<file path="src/rtl/fft_share_arb.sv">
// rtl/fft_share_arb.sv - arbitrates one FFT engine between two overlap-save frame sources, tags frames in flight.
// Define FFT_ARB_PRIO_EN for fixed ch0 priority; default build is round-robin.
module fft_share_arb #(
  parameter int N    = 16,
  parameter int WN   = 9,
  parameter int TAGD = 4
) (
  input  logic          i_clk,
  input  logic          i_rst_n,
  input  logic          i_req0,
  input  logic          i_req1,
  output logic          o_gnt0,
  output logic          o_gnt1,
  input  logic          i_start0,
  input  logic          i_start1,
  input  logic          i_valid0,
  input  logic          i_valid1,
  input  logic [WN-1:0] i_xI0,
  input  logic [WN-1:0] i_xQ0,
  input  logic [WN-1:0] i_xI1,
  input  logic [WN-1:0] i_xQ1,
  input  logic          i_fft_ready,
  output logic          o_fft_start,
  output logic          o_fft_valid,
  output logic [WN-1:0] o_fft_xI,
  output logic [WN-1:0] o_fft_xQ,
  output logic          o_fft_tag,
  input  logic          i_fft_out_start,
  output logic          o_out_tag,
  output logic          o_out_tag_valid,
  output logic          o_busy,
  output logic          o_err
);
  localparam int FL = 2 * N;
  localparam int CW = $clog2(FL);
  localparam int PW = $clog2(TAGD);
  localparam int OW = PW + 1;

  typedef enum logic [1:0] {S_IDLE, S_WAIT, S_STREAM} state_t;

  state_t          r_state, w_state_nxt;
  logic            r_gnt0, r_gnt1, r_winner;
  logic            w_gnt0_nxt, w_gnt1_nxt;
  logic [CW-1:0]   r_cnt;
  logic            r_fft_start, r_fft_valid, r_fft_tag;
  logic [WN-1:0]   r_fft_xI, r_fft_xQ;
  logic            r_tag_mem [TAGD];
  logic [PW-1:0]   r_wr_ptr, r_rd_ptr;
  logic [OW-1:0]   r_occ;
  logic            r_out_tag, r_out_tag_valid, r_err;
`ifndef FFT_ARB_PRIO_EN
  logic            r_last_served;
`endif

  // Everything below the grant looks only at the granted channel's strobes.
  logic            w_g_req, w_g_start, w_g_valid;
  logic [WN-1:0]   w_g_xI, w_g_xQ;
  assign w_g_req   = r_winner ? i_req1   : i_req0;
  assign w_g_start = r_winner ? i_start1 : i_start0;
  assign w_g_valid = r_winner ? i_valid1 : i_valid0;
  assign w_g_xI    = r_winner ? i_xI1    : i_xI0;
  assign w_g_xQ    = r_winner ? i_xQ1    : i_xQ0;

  logic w_full, w_empty, w_pick, w_grant, w_push, w_release, w_fwd, w_last, w_pop, w_err_set;
  assign w_full  = (r_occ == OW'(TAGD));
  assign w_empty = (r_occ == '0);
`ifdef FFT_ARB_PRIO_EN
  assign w_pick = ~i_req0;
`else
  assign w_pick = (i_req0 & i_req1) ? ~r_last_served : i_req1;
`endif
  assign w_grant   = (r_state == S_IDLE) & (i_req0 | i_req1) & i_fft_ready & ~w_full;
  assign w_push    = (r_state == S_WAIT) & w_g_start;
  assign w_release = (r_state == S_WAIT) & ~w_g_start & ~w_g_req;
  assign w_fwd     = (r_state == S_STREAM) & w_g_valid;
  assign w_last    = w_fwd & (r_cnt == CW'(FL - 1));
  assign w_pop     = i_fft_out_start & ~w_empty;
  assign w_err_set = ((i_start0 | i_valid0) & ~r_gnt0) | ((i_start1 | i_valid1) & ~r_gnt1)
                   | ((r_state == S_STREAM) & w_g_start) | ((r_state == S_WAIT) & w_g_valid)
                   | (i_fft_out_start & w_empty);

  always_ff @(posedge i_clk or negedge i_rst_n) begin
    if (!i_rst_n) begin
      r_state  <= S_IDLE;
      r_gnt0   <= 1'b0;
      r_gnt1   <= 1'b0;
      r_winner <= 1'b0;
    end else begin
      r_state  <= w_state_nxt;
      r_gnt0   <= w_gnt0_nxt;
      r_gnt1   <= w_gnt1_nxt;
      if (w_grant) r_winner <= w_pick;
    end
  end

  always_comb begin
    w_state_nxt = r_state;
    unique case (r_state)
      S_IDLE:   if (w_grant) w_state_nxt = S_WAIT;
      S_WAIT:   if (w_push) w_state_nxt = S_STREAM;
                else if (w_release) w_state_nxt = S_IDLE;
      S_STREAM: if (w_last) w_state_nxt = S_IDLE;
      default:  w_state_nxt = S_IDLE;
    endcase
  end

  always_comb begin
    w_gnt0_nxt = r_gnt0;
    w_gnt1_nxt = r_gnt1;
    if (w_grant) begin
      w_gnt0_nxt = ~w_pick;
      w_gnt1_nxt = w_pick;
    end else if (w_release || w_last) begin
      w_gnt0_nxt = 1'b0;
      w_gnt1_nxt = 1'b0;
    end
  end

  always_ff @(posedge i_clk or negedge i_rst_n) begin
    if (!i_rst_n) begin
      r_fft_start     <= 1'b0;
      r_fft_valid     <= 1'b0;
      r_fft_xI        <= '0;
      r_fft_xQ        <= '0;
      r_fft_tag       <= 1'b0;
      r_cnt           <= '0;
      r_wr_ptr        <= '0;
      r_rd_ptr        <= '0;
      r_occ           <= '0;
      r_out_tag       <= 1'b0;
      r_out_tag_valid <= 1'b0;
      r_err           <= 1'b0;
`ifndef FFT_ARB_PRIO_EN
      r_last_served   <= 1'b1;
`endif
    end else begin
      r_fft_start     <= w_push;
      r_fft_valid     <= w_fwd;
      r_out_tag_valid <= w_pop;
      if (w_fwd) begin
        r_fft_xI <= w_g_xI;
        r_fft_xQ <= w_g_xQ;
        r_cnt    <= r_cnt + CW'(1);
      end
      if (w_push) begin
        r_fft_tag <= r_winner;
        r_cnt     <= '0;
        r_wr_ptr  <= r_wr_ptr + PW'(1);
      end
      if (w_pop) begin
        r_out_tag <= r_tag_mem[r_rd_ptr];
        r_rd_ptr  <= r_rd_ptr + PW'(1);
      end
      r_occ <= r_occ + OW'(w_push) - OW'(w_pop);
      if (w_err_set) r_err <= 1'b1;
`ifndef FFT_ARB_PRIO_EN
      if (w_last) r_last_served <= r_winner;
`endif
    end
  end

  // Tag storage needs no reset: a slot is only read after it was written.
  always_ff @(posedge i_clk) begin
    if (w_push) r_tag_mem[r_wr_ptr] <= r_winner;
  end

  assign o_gnt0          = r_gnt0;
  assign o_gnt1          = r_gnt1;
  assign o_fft_start     = r_fft_start;
  assign o_fft_valid     = r_fft_valid;
  assign o_fft_xI        = r_fft_xI;
  assign o_fft_xQ        = r_fft_xQ;
  assign o_fft_tag       = r_fft_tag;
  assign o_out_tag       = r_out_tag;
  assign o_out_tag_valid = r_out_tag_valid;
  assign o_busy          = (r_state != S_IDLE);
  assign o_err           = r_err;
endmodule
</file>
<file path="config.mk">
export PLATFORM = sky130hd
export DESIGN_NAME = fft_share_arb
export DESIGN_NICKNAME = d
export VERILOG_FILES = /design/src/rtl/fft_share_arb.sv
export SDC_FILE = /design/constraint.sdc
export NUM_CORES = 1
export LEC_CHECK = 0
export BUFFER_PORTS_ARGS = -buffer_cell sky130_fd_sc_hd__buf_2
export CAP_MARGIN = 5
export CORE_MARGIN = 2
export CORE_UTILIZATION = 50
export DETAILED_ROUTE_END_ITERATION = 12
export GPL_ROUTABILITY_DRIVEN = 0
export GPL_TIMING_DRIVEN = 0
export HOLD_SLACK_MARGIN = 0.03
export PLACE_DENSITY = 0.79
export SYNTH_ARGS = -nofsm -noshare
export SYNTH_HDL_FRONTEND = slang
export SYNTH_SLANG_ARGS = --single-unit
</file>
<file path="constraint.sdc">
create_clock -name i_clk -period 2.7 [get_ports i_clk]
set_input_delay 0.54 -clock i_clk [delete_from_list [all_inputs] [get_ports i_clk]]
set_output_delay 0.54 -clock i_clk [all_outputs]
set_load 0.005 [all_outputs]
</file>
After elaboration in Yosys (flattened, before gate mapping)
Memory sizes are Yosys's and may differ from the RTL's. A register that Yosys moved wholly into a read port is not among the register bits.
Cells that the tools add are included.
{ "totals": {"register_bits": 41, "mem_bits_rw": 4, "word_cells": 85, "mem_count": 1} }
{ "mem_list": {"columns": ["memory", "words", "width", "rd", "rd_clocked_by_memory_dff", "wr", "line", "text"], "rows": [
  ["r_tag_mem", 4, 1, 1, 1, 1, "47", "logic r_tag_mem [TAGD];"]
]} }
{ "op_classes": {"addsub": 5, "n_eq_ne": 7, "muxes": 18, "n_bitwise": 30, "reduce_logical": 8} }
{ "op_table": {"columns": ["operator", "n"], "rows": [
  ["2-to-1 mux 9 bit", 2],
  ["AND 1 bit", 15],
  ["2-to-1 mux 5 bit", 2],
  ["2-to-1 mux 1 bit", 9],
  ["2-to-1 mux 2 bit", 4],
  ["NOT 1 bit", 8],
  ["OR 1 bit", 7],
  ["one-hot mux 2 bit (3 select lines)", 1],
  ["nonzero test 2 bit", 3],
  ["adder 5 x 1 -> 5 bit (second input constant)", 1],
  ["equality test 5 bit (second input constant)", 1],
  ["adder 2 x 1 -> 2 bit (second input constant)", 2],
  ["!= test 2 bit (second input constant)", 2],
  ["adder 3 x 1 -> 3 bit", 1],
  ["equality test 3 bit (second input constant)", 1],
  ["logical NOT 3 bit", 1],
  ["!= test 3 bit (second input constant)", 1],
  ["AND reduction 3 bit", 1],
  ["subtractor 3 x 1 -> 3 bit", 1],
  ["equality test 2 x 1 -> 1 bit (second input constant)", 1],
  ["equality test 2 bit (second input constant)", 1],
  ["logical NOT 2 bit", 1],
  ["logical NOT 1 bit", 1],
  ["logical OR 1 bit", 1]
]} }

Depth between registers and ports, before layout
Gate-level depths: netlist of run 1.
{ "depth": {"depth_word": 7, "depth_mapped": 9, "mapped_depth_nobuf": 8} }

Worst setup path before layout of run 1
OpenSTA, ideal clock, no wires.
{ "synth_path": {"path_type": "register to register", "start": "register r_occ[1]", "end": "register r_occ[2]", "setup_time_ps": 123, "t_arrival_ps": 2016, "required_time_ps": 2577, "setup_slack_ps": 562, "stages_incl_launch_ff": 9, "synth_period_minus_slack_ps": 2138, "path_cell_list": "dfrtp_1 o31ai_1 inv_1 ha_1 inv_1 ha_1 fa_1 xnor2_1 xnor2_1"} }
{ "synth_between": {"elab_chain_cells": 4, "elab_cells_between_ends": 5} }
{ "synth_rtl": {"columns": ["element", "line", "text"], "rows": [
  ["from (decl)", "49", "logic [OW-1:0] r_occ;"],
  ["from (signal assigned)", "154", "r_occ <= r_occ + OW'(w_push) - OW'(w_pop);"],
  ["logical NOT 3 bit", "66", "assign w_empty = (r_occ == '0);"],
  ["NOT 1 bit", "77", "assign w_pop = i_fft_out_start & ~w_empty;"],
  ["AND 1 bit", "77", null],
  ["named net w_pop", "64", "logic w_full, w_empty, w_pick, w_grant, w_push, w_release, w_fwd, w_last, w_pop, w_err_set;"],
  ["subtractor 3 x 1 -> 3 bit", "154", null]
]} }
The timed path passes the listed nets, and every way through them passes these cells.
A chain may end at the register's enable or synchronous reset.

Worst setup path after layout of run 1
{ "layout_path": {"start": "register r_state[0]", "end": "register r_occ[2]"} }
{ "layout_between": {"elab_chain_cells": 4} }
{ "layout_rtl": {"columns": ["element", "line", "text"], "rows": [
  ["from (decl)", "41", "state_t r_state, w_state_nxt;"],
  ["from (signal assigned)", "89", "r_state <= w_state_nxt;"],
  ["equality test 2 x 1 -> 1 bit", "73", "assign w_push = (r_state == S_WAIT) & w_g_start;"],
  ["AND 1 bit", "73", null],
  ["adder 3 x 1 -> 3 bit", "154", null],
  ["subtractor 3 x 1 -> 3 bit", "154", null]
]} }
No other way between the ends.

==> metrics.cfg, run 1 <==
[power_and_ir_drop]
power_leakage_nw=1.32
power.density_nw_per_um2=1050
peakVddDrop_v=0.000644
switchingPower_mw=1.05
swShare_pct=36.5
combPwrFrac_pct=41.0
pwr-share-seq_pct=41.4
pwr-share-clk_pct=17.7
intPower_mw=1.83

[global_route]
use_met1_pct=26.0
grt_use_met2_pct=34.3
grt_max_degree=43
met3_usage_pct=5.56
antenna_found_initial=0
grt_use_total_pct=20.4
grt_pass1_wl_mm=8.07
busiest_layer=met2
grt_overflow=0
grt_pass1_vias=1782

[synth]
synth-async-reset-ratio_pct=91.3
syn_avg_cell_area_um2=11.4
synth_cell_types=38
ys.flop_type=dfrtp_1
synth_area_leader_cell=dfrtp_1
syn_area_um2=2220
synth_top_area_share_pct=46.2
synthTopCellsByArea=dfrtp_1 46%, mux2i_1 9.0%, a21oi_1 8.8%, edfxtp_1 5.4%, ha_1 4.5%
synth_warnings=0
ys_seq_elements=46
ys_seq_area_share_pct=52.8
netlist_instances=194
synth_edf_count=4
synth_fp_nets=249

[status]
status=completed

[cells_and_area]
multi_input_area_um2=970
drive_gt1_share_pct=32.8
n_antenna_cell=0
final_nets=328
n_fill_cell=348
area_growth_pct=24.1
regArea_um2=1170
fin_cells=326
stdcell_area_um2=2750

[drt]
routed_via_density=5.41
drt-pass1-iter-count=6
antenna_left=0
wl_mm=4.67
drc_errors=0
vias=1764
initialDrtViolationCount=73
post_drt_wl_per_cell_um=14.3

[worst_hold_path]
hold_class=input port to asynchronous set/reset pin

[clock_network]
htreeDepth=2
cts_tree=done
cts_sinks=46
clockBufferDepth=2
root_buffer=clkbuf_8
ctsResizeCount=0
holdBufCountCts=0
post_cts_buffers=0
cts_made_buffers=5
clk_pin_slew_ns=0.09
clkLatencyLatePin_ns=0.30

[critical_path]
cp_max_fo=10
slowest_delay_ns=0.42
cp_cell_sequence=nor2b_1 > clkbuf_1 > nand2_1 > ha_1 > inv_1 > ha_1 > fa_1 > xnor2_1 > xnor2_1
worstPathArrival_ns=2.57
cp.required_ns=2.93
cp_slowest_cell=dfrtp_1
cp-start-kind=flip-flop
crit_type=flip-flop to flip-flop
end_kind=flip-flop
ff2ff_setup_slack_ns=0.36

[die]
io_pins=73
fp.dieArea_um2=4990
die_y_um=70.6
core-area_um2=4320
die_w_um=70.6
num_rows=24
start_util_pct=51.3

[sta]
fin_tns_setup_ns=0
slew-limit-headroom_pct=39.4
period_needed_ns=2.34
rsz0062_at_grt=false
finalHoldViolCount=0
fin_crit_sh_pct=86.5
max_freq_mhz=428
skew_ns=0.0103
setup_viol=0
slew_viol_final=0
tightest_slew_ns=0.909

[run]
drv_cap=0

[placement]
port_buffers=72
dpl.cell_count=318
place_area_um2=2650
dp_hpwl_mm=3.43

layout by cell type (no fill, tap or decap), types with 2 or more instances in the layout:
master,n
mux2_4,2
nor2_1,4
nor3b_1,2
nand2_1,6
clkbuf_1,6
ha_1,8
dfrtp_1,41
edfxtp_1,4
nand3_1,2
clkbuf_8,5
nand2b_1,2
nor2b_1,2
or3_1,2
a21oi_1,39
mux2i_1,20
o21ai_0,3
and3_1,6
buf_1,2
xnor2_1,5
or4_1,3
o31ai_1,7
inv_1,8
buf_2,74
a22o_1,4
layer usage:
layer | part of all wire, % | routed length, µm | vias to the layer above
li1 | - | - | 861
met1 | 44 | 2070 | 834
met2 | 48 | 2250 | 63
met3 | 6.2 | 291 | 6
met4 | 1.2 | 55 | 0
met5 | 0 | 0 | -
through the flow:
| step | hold WS [ns] | util [%] | total power, mW | worst slack (ns) |
|---|---|---|---|---|
| floorplan | 0.244 | - | 1.96 | 0.562 |
| global placement | 0.456 | 61.2 | 2.34 | 0.392 |
| detailed placement | 0.466 | 61.2 | 2.39 | 0.381 |
| CTS | 0.413 | 63.7 | 2.90 | 0.365 |
| global route | 0.447 | 63.7 | 3.13 | 0.127 |
| finish | 0.368 | 63.7 | 2.89 | 0.364 |
flip-flops by register name, summed over array words and instances (netlist names), 2 cells and up:
name	cells
r_cnt	5
r_occ	3
r_tag_mem	4
r_rd_ptr	2
o_fft_xQ	9
r_state	2
r_wr_ptr	2
o_fft_xI	9
worst max-delay path: cells and delay by family (launching register included):
family | cells | cell delay [ns]
adder cells (fa/ha/maj) | 3 | 0.85
flip-flops | 1 | 0.42
XOR/XNOR | 2 | 0.31
buffers and inverters | 2 | 0.38
AND/OR/NAND/NOR | 2 | 0.31
area by class of cell:
| cell class | count | share of cell area [%] |
|---|---|---|
| Buffer | 10 | 1.73 |
| Tap cell | 52 | 2.36 |
| Clock buffer | 6 | 2.64 |
| Multi-Input combinational cell | 130 | 35.2 |
| Inverter | 8 | 1.09 |
| Sequential cell | 46 | 42.6 |
| Timing Repair Buffer | 72 | 13.1 |
| Clock inverter | 2 | 1.32 |
cell usage after synthesis, types with 2 or more instances:
master and count:
a21oi_1 39, a22o_1 4, and3_1 6, buf_1 2
buf_2 2, clkbuf_1 5, dfrtp_1 41, edfxtp_1 4
ha_1 8, inv_1 8, mux2_4 2, mux2i_1 20
nand2_1 6, nand2b_1 2, nand3_1 2, nor2_1 4
nor2b_1 2, nor3b_1 2, o21ai_0 3, o31ai_1 7
or3_1 2, or4_1 3, xnor2_1 5
logic make-up (layout without fill, tap and decap cells):
logic type	count (synthesis)	count (layout)	share of synthesized area, %
DFF	46	46	52.8
buffers and inverters	18	98	3.50
and+or+nand+nor	33	33	8.85
xor gates and xnor gates	5	5	1.97
adders and majority gates	9	9	5.41
AOI/OAI and AO/OA	59	59	15.6
muxes	24	24	11.9
path summary, 6_finish.rpt:
path / start / end / cells after the start
min in group i_clk: o_out_tag / o_out_tag / 2
worst max register to register: r_state[0] / r_occ[2] / 9
worst max-delay path: r_state[0] / r_occ[2] / 9
worst min-delay path: i_rst_n / r_wr_ptr[0] / 1
worst min register to register: o_out_tag / o_out_tag / 2
max in group asynchronous: i_rst_n / r_rd_ptr[0] / 1
power by group through the flow:
stage | sequential, mW | combinational (mW) | clock (mW)
after floorplan | 1.18 | 0.781 | 0
after global placement | 1.19 | 1.15 | 0
after detailed placement | 1.19 | 1.20 | 0
after CTS | 1.19 | 1.20 | 0.511
after global routing | 1.23 | 1.36 | 0.544
final | 1.19 | 1.18 | 0.510
Note: power is estimated with default switching activity, not from simulation.
==> run 2: changes to the inputs <==
--- a/config.mk
+++ b/config.mk
@@ -13,7 +13,7 @@
 export GPL_ROUTABILITY_DRIVEN = 0
 export GPL_TIMING_DRIVEN = 0
 export HOLD_SLACK_MARGIN = 0.03
-export PLACE_DENSITY = 0.79
+export PLACE_DENSITY_LB_ADDON = 0.1
 export SYNTH_ARGS = -nofsm -noshare
 export SYNTH_HDL_FRONTEND = slang
 export SYNTH_SLANG_ARGS = --single-unit
==> run 2 against run 1 <==
Effect of this change: clock power decreased by 8.0%; utilization decreased by 0.12 points; fmax about the same; cell count unchanged; clock skew decreased by 0.0034 ns; die area unchanged; global-route usage about the same; critical path depth unchanged; count of clock-buffer cells in the layout unchanged; combinational power about the same; worst setup slack about the same; sequential share of layout area increased by 0.077 points; critical endpoint unchanged.
==> metrics.cfg, run 2 (synthesis results as in run 1) <==
[status]
status=completed

[critical_path]
ff2ff_setup_slack_ns=0.36  ; about the same
end_kind=flip-flop
worstSetupEndpoint=r_occ[2]
cp-start-kind=flip-flop
reg2reg_depth=9  ; unchanged
r2r_end=r_occ[2]
cp_max_fo=10  ; unchanged
critPathLaunch=r_state[1]
cp.required_ns=2.89  ; -0.04 ns
timing.rr.start=r_state[1]
crit_type=flip-flop to flip-flop
worstPathArrival_ns=2.52  ; -0.05 ns

[global_route]
antenna_found_initial=0  ; unchanged
grt_pass1_vias=1790  ; +0.45%
grt_use_total_pct=20.5  ; +0.047 points
grt_overflow=0  ; unchanged
grt_pass1_wl_mm=8.20  ; +1.6%
grt_max_degree=43  ; unchanged

[sta]
setup_viol=0  ; unchanged
skew_ns=0.00685  ; -0.00344 ns
max_freq_mhz=428  ; about the same
hold_ws_ns=0.378  ; +0.00959 ns
finalHoldViolCount=0  ; unchanged
rsz0062_at_grt=false
slew_viol_final=0  ; unchanged
slew-limit-headroom_pct=37.9  ; -1.5 points
fin_crit_sh_pct=86.5  ; about the same
fin_tns_setup_ns=0  ; unchanged
period_needed_ns=2.34  ; +0.000333 ns
tightest_slew_ns=0.931  ; +0.0223 ns

[clock_network]
cts_made_buffers=5  ; unchanged
post_cts_buffers=0  ; unchanged
cts_tree=done
ctsResizeCount=0  ; unchanged
htreeDepth=2  ; unchanged
clkLatencyLatePin_ns=0.30  ; about the same
cts_sinks=46  ; unchanged
clockBufferDepth=2  ; unchanged
root_buffer=clkbuf_8
holdBufCountCts=0  ; unchanged
clk_pin_slew_ns=0.08  ; about the same

[drt]
wl_met3_um=182  ; -37%
antenna_left=0  ; unchanged
drc_errors=0  ; unchanged
top_layer=met4
wl_mm=4.66  ; -0.32%
post_drt_wl_per_cell_um=14.3  ; -0.32%
met1_length_mm=2.11  ; +1.8%
drt-pass1-iter-count=4  ; -2
initialDrtViolationCount=122  ; +67%
routed_via_density=5.40  ; -0.23%
met2_length_mm=2.32  ; +3.0%
vias=1760  ; -0.23%

[power_and_ir_drop]
power_leakage_nw=1.33  ; about the same
peakVddDrop_v=0.000429  ; -33%
power.density_nw_per_um2=1030  ; -1.3%

[cells_and_area]
area_growth_pct=23.8
final_nets=328  ; unchanged
n_antenna_cell=0  ; unchanged
final_cell_mix=74 x buf_2, 41 x dfrtp_1, 39 x a21oi_1, 20 x mux2i_1
drive_gt1_share_pct=33.2  ; +0.36 points
stdcell_area_um2=2750  ; -0.18%
final_util_pct=63.6  ; -0.12 points
mostFrequentLayoutCell=buf_2

[die]
core-area_um2=4320  ; unchanged
die_y_um=70.6  ; unchanged
die_w_um=70.6  ; unchanged
fp.dieArea_um2=4990  ; unchanged
num_rows=24  ; unchanged
io_pins=73  ; unchanged
start_util_pct=51.3  ; unchanged

[placement]
port_buffers=72  ; unchanged
dp_hpwl_mm=3.40  ; -0.92%
place_area_um2=2650  ; unchanged

[run]
drv_cap=0  ; unchanged

[worst_hold_path]
hold_class=input port to asynchronous set/reset pin

-- run 2: changes by cell type in the layout (fill, tap and decap cells not counted), sizes merged --
cell    delta
bufinv     -1
clkinv     +2
inv        -1
-- run 2: critical path: stages, from the launching register on --
cell      delay [ns]
dfrtp_1         0.43
nor2b_1         0.12
clkbuf_1        0.34
nand2_1         0.18
ha_1            0.31
inv_1           0.03
ha_1            0.18
fa_1            0.37
xnor2_1         0.14
xnor2_1         0.12
-- run 2: metal layers --
layer	GRT usage [%]	vias to the layer above
met5	0	-
met4	6.08	0
met3	4.56	6
met2	33.5	55
met1	27.6	830
li1	-	869
-- run 2: layout make-up --
cell class                      instances  area, µm²
Fill cell                             364       1580
Sequential cell                        46       1170
Multi-Input combinational cell        130        970
Timing Repair Buffer                   72        360
Clock buffer                            6       93.8
Tap cell                               52       65.1
Buffer                                 10       47.5
Inverter                                8       30.0
Clock inverter                          2       10.0
-- run 2: where the power goes --
part	switching (mW)	internal, mW	leakage [nW]
registers	0.197	0.990	0.527
clock network	0.234	0.235	0.0561
logic	0.619	0.571	0.742
-- run 2: worst min path at each step --
| stage | end | slack, ns |
|---|---|---|
| after floorplan | o_err | 0.24 |
| after global placement | o_err | 0.47 |
| after detailed placement | o_out_tag | 0.47 |
| after CTS | o_fft_valid | 0.41 |
| after global routing | r_occ[0] | 0.45 |
| final | o_fft_start | 0.38 |
-- run 2: per-stage QoR --
stage / total power [mW] / instances / setup WS (ns)
3_3_place_gp: 2.37 / 318 / 0.427
4_1_cts: 2.87 / 326 / 0.378
2_1_floorplan: 1.96 / 194 / 0.562
6_report: 2.84 / 326 / 0.364
3_5_place_dp: 2.40 / 318 / 0.388
5_1_grt: 3.09 / 326 / 0.131
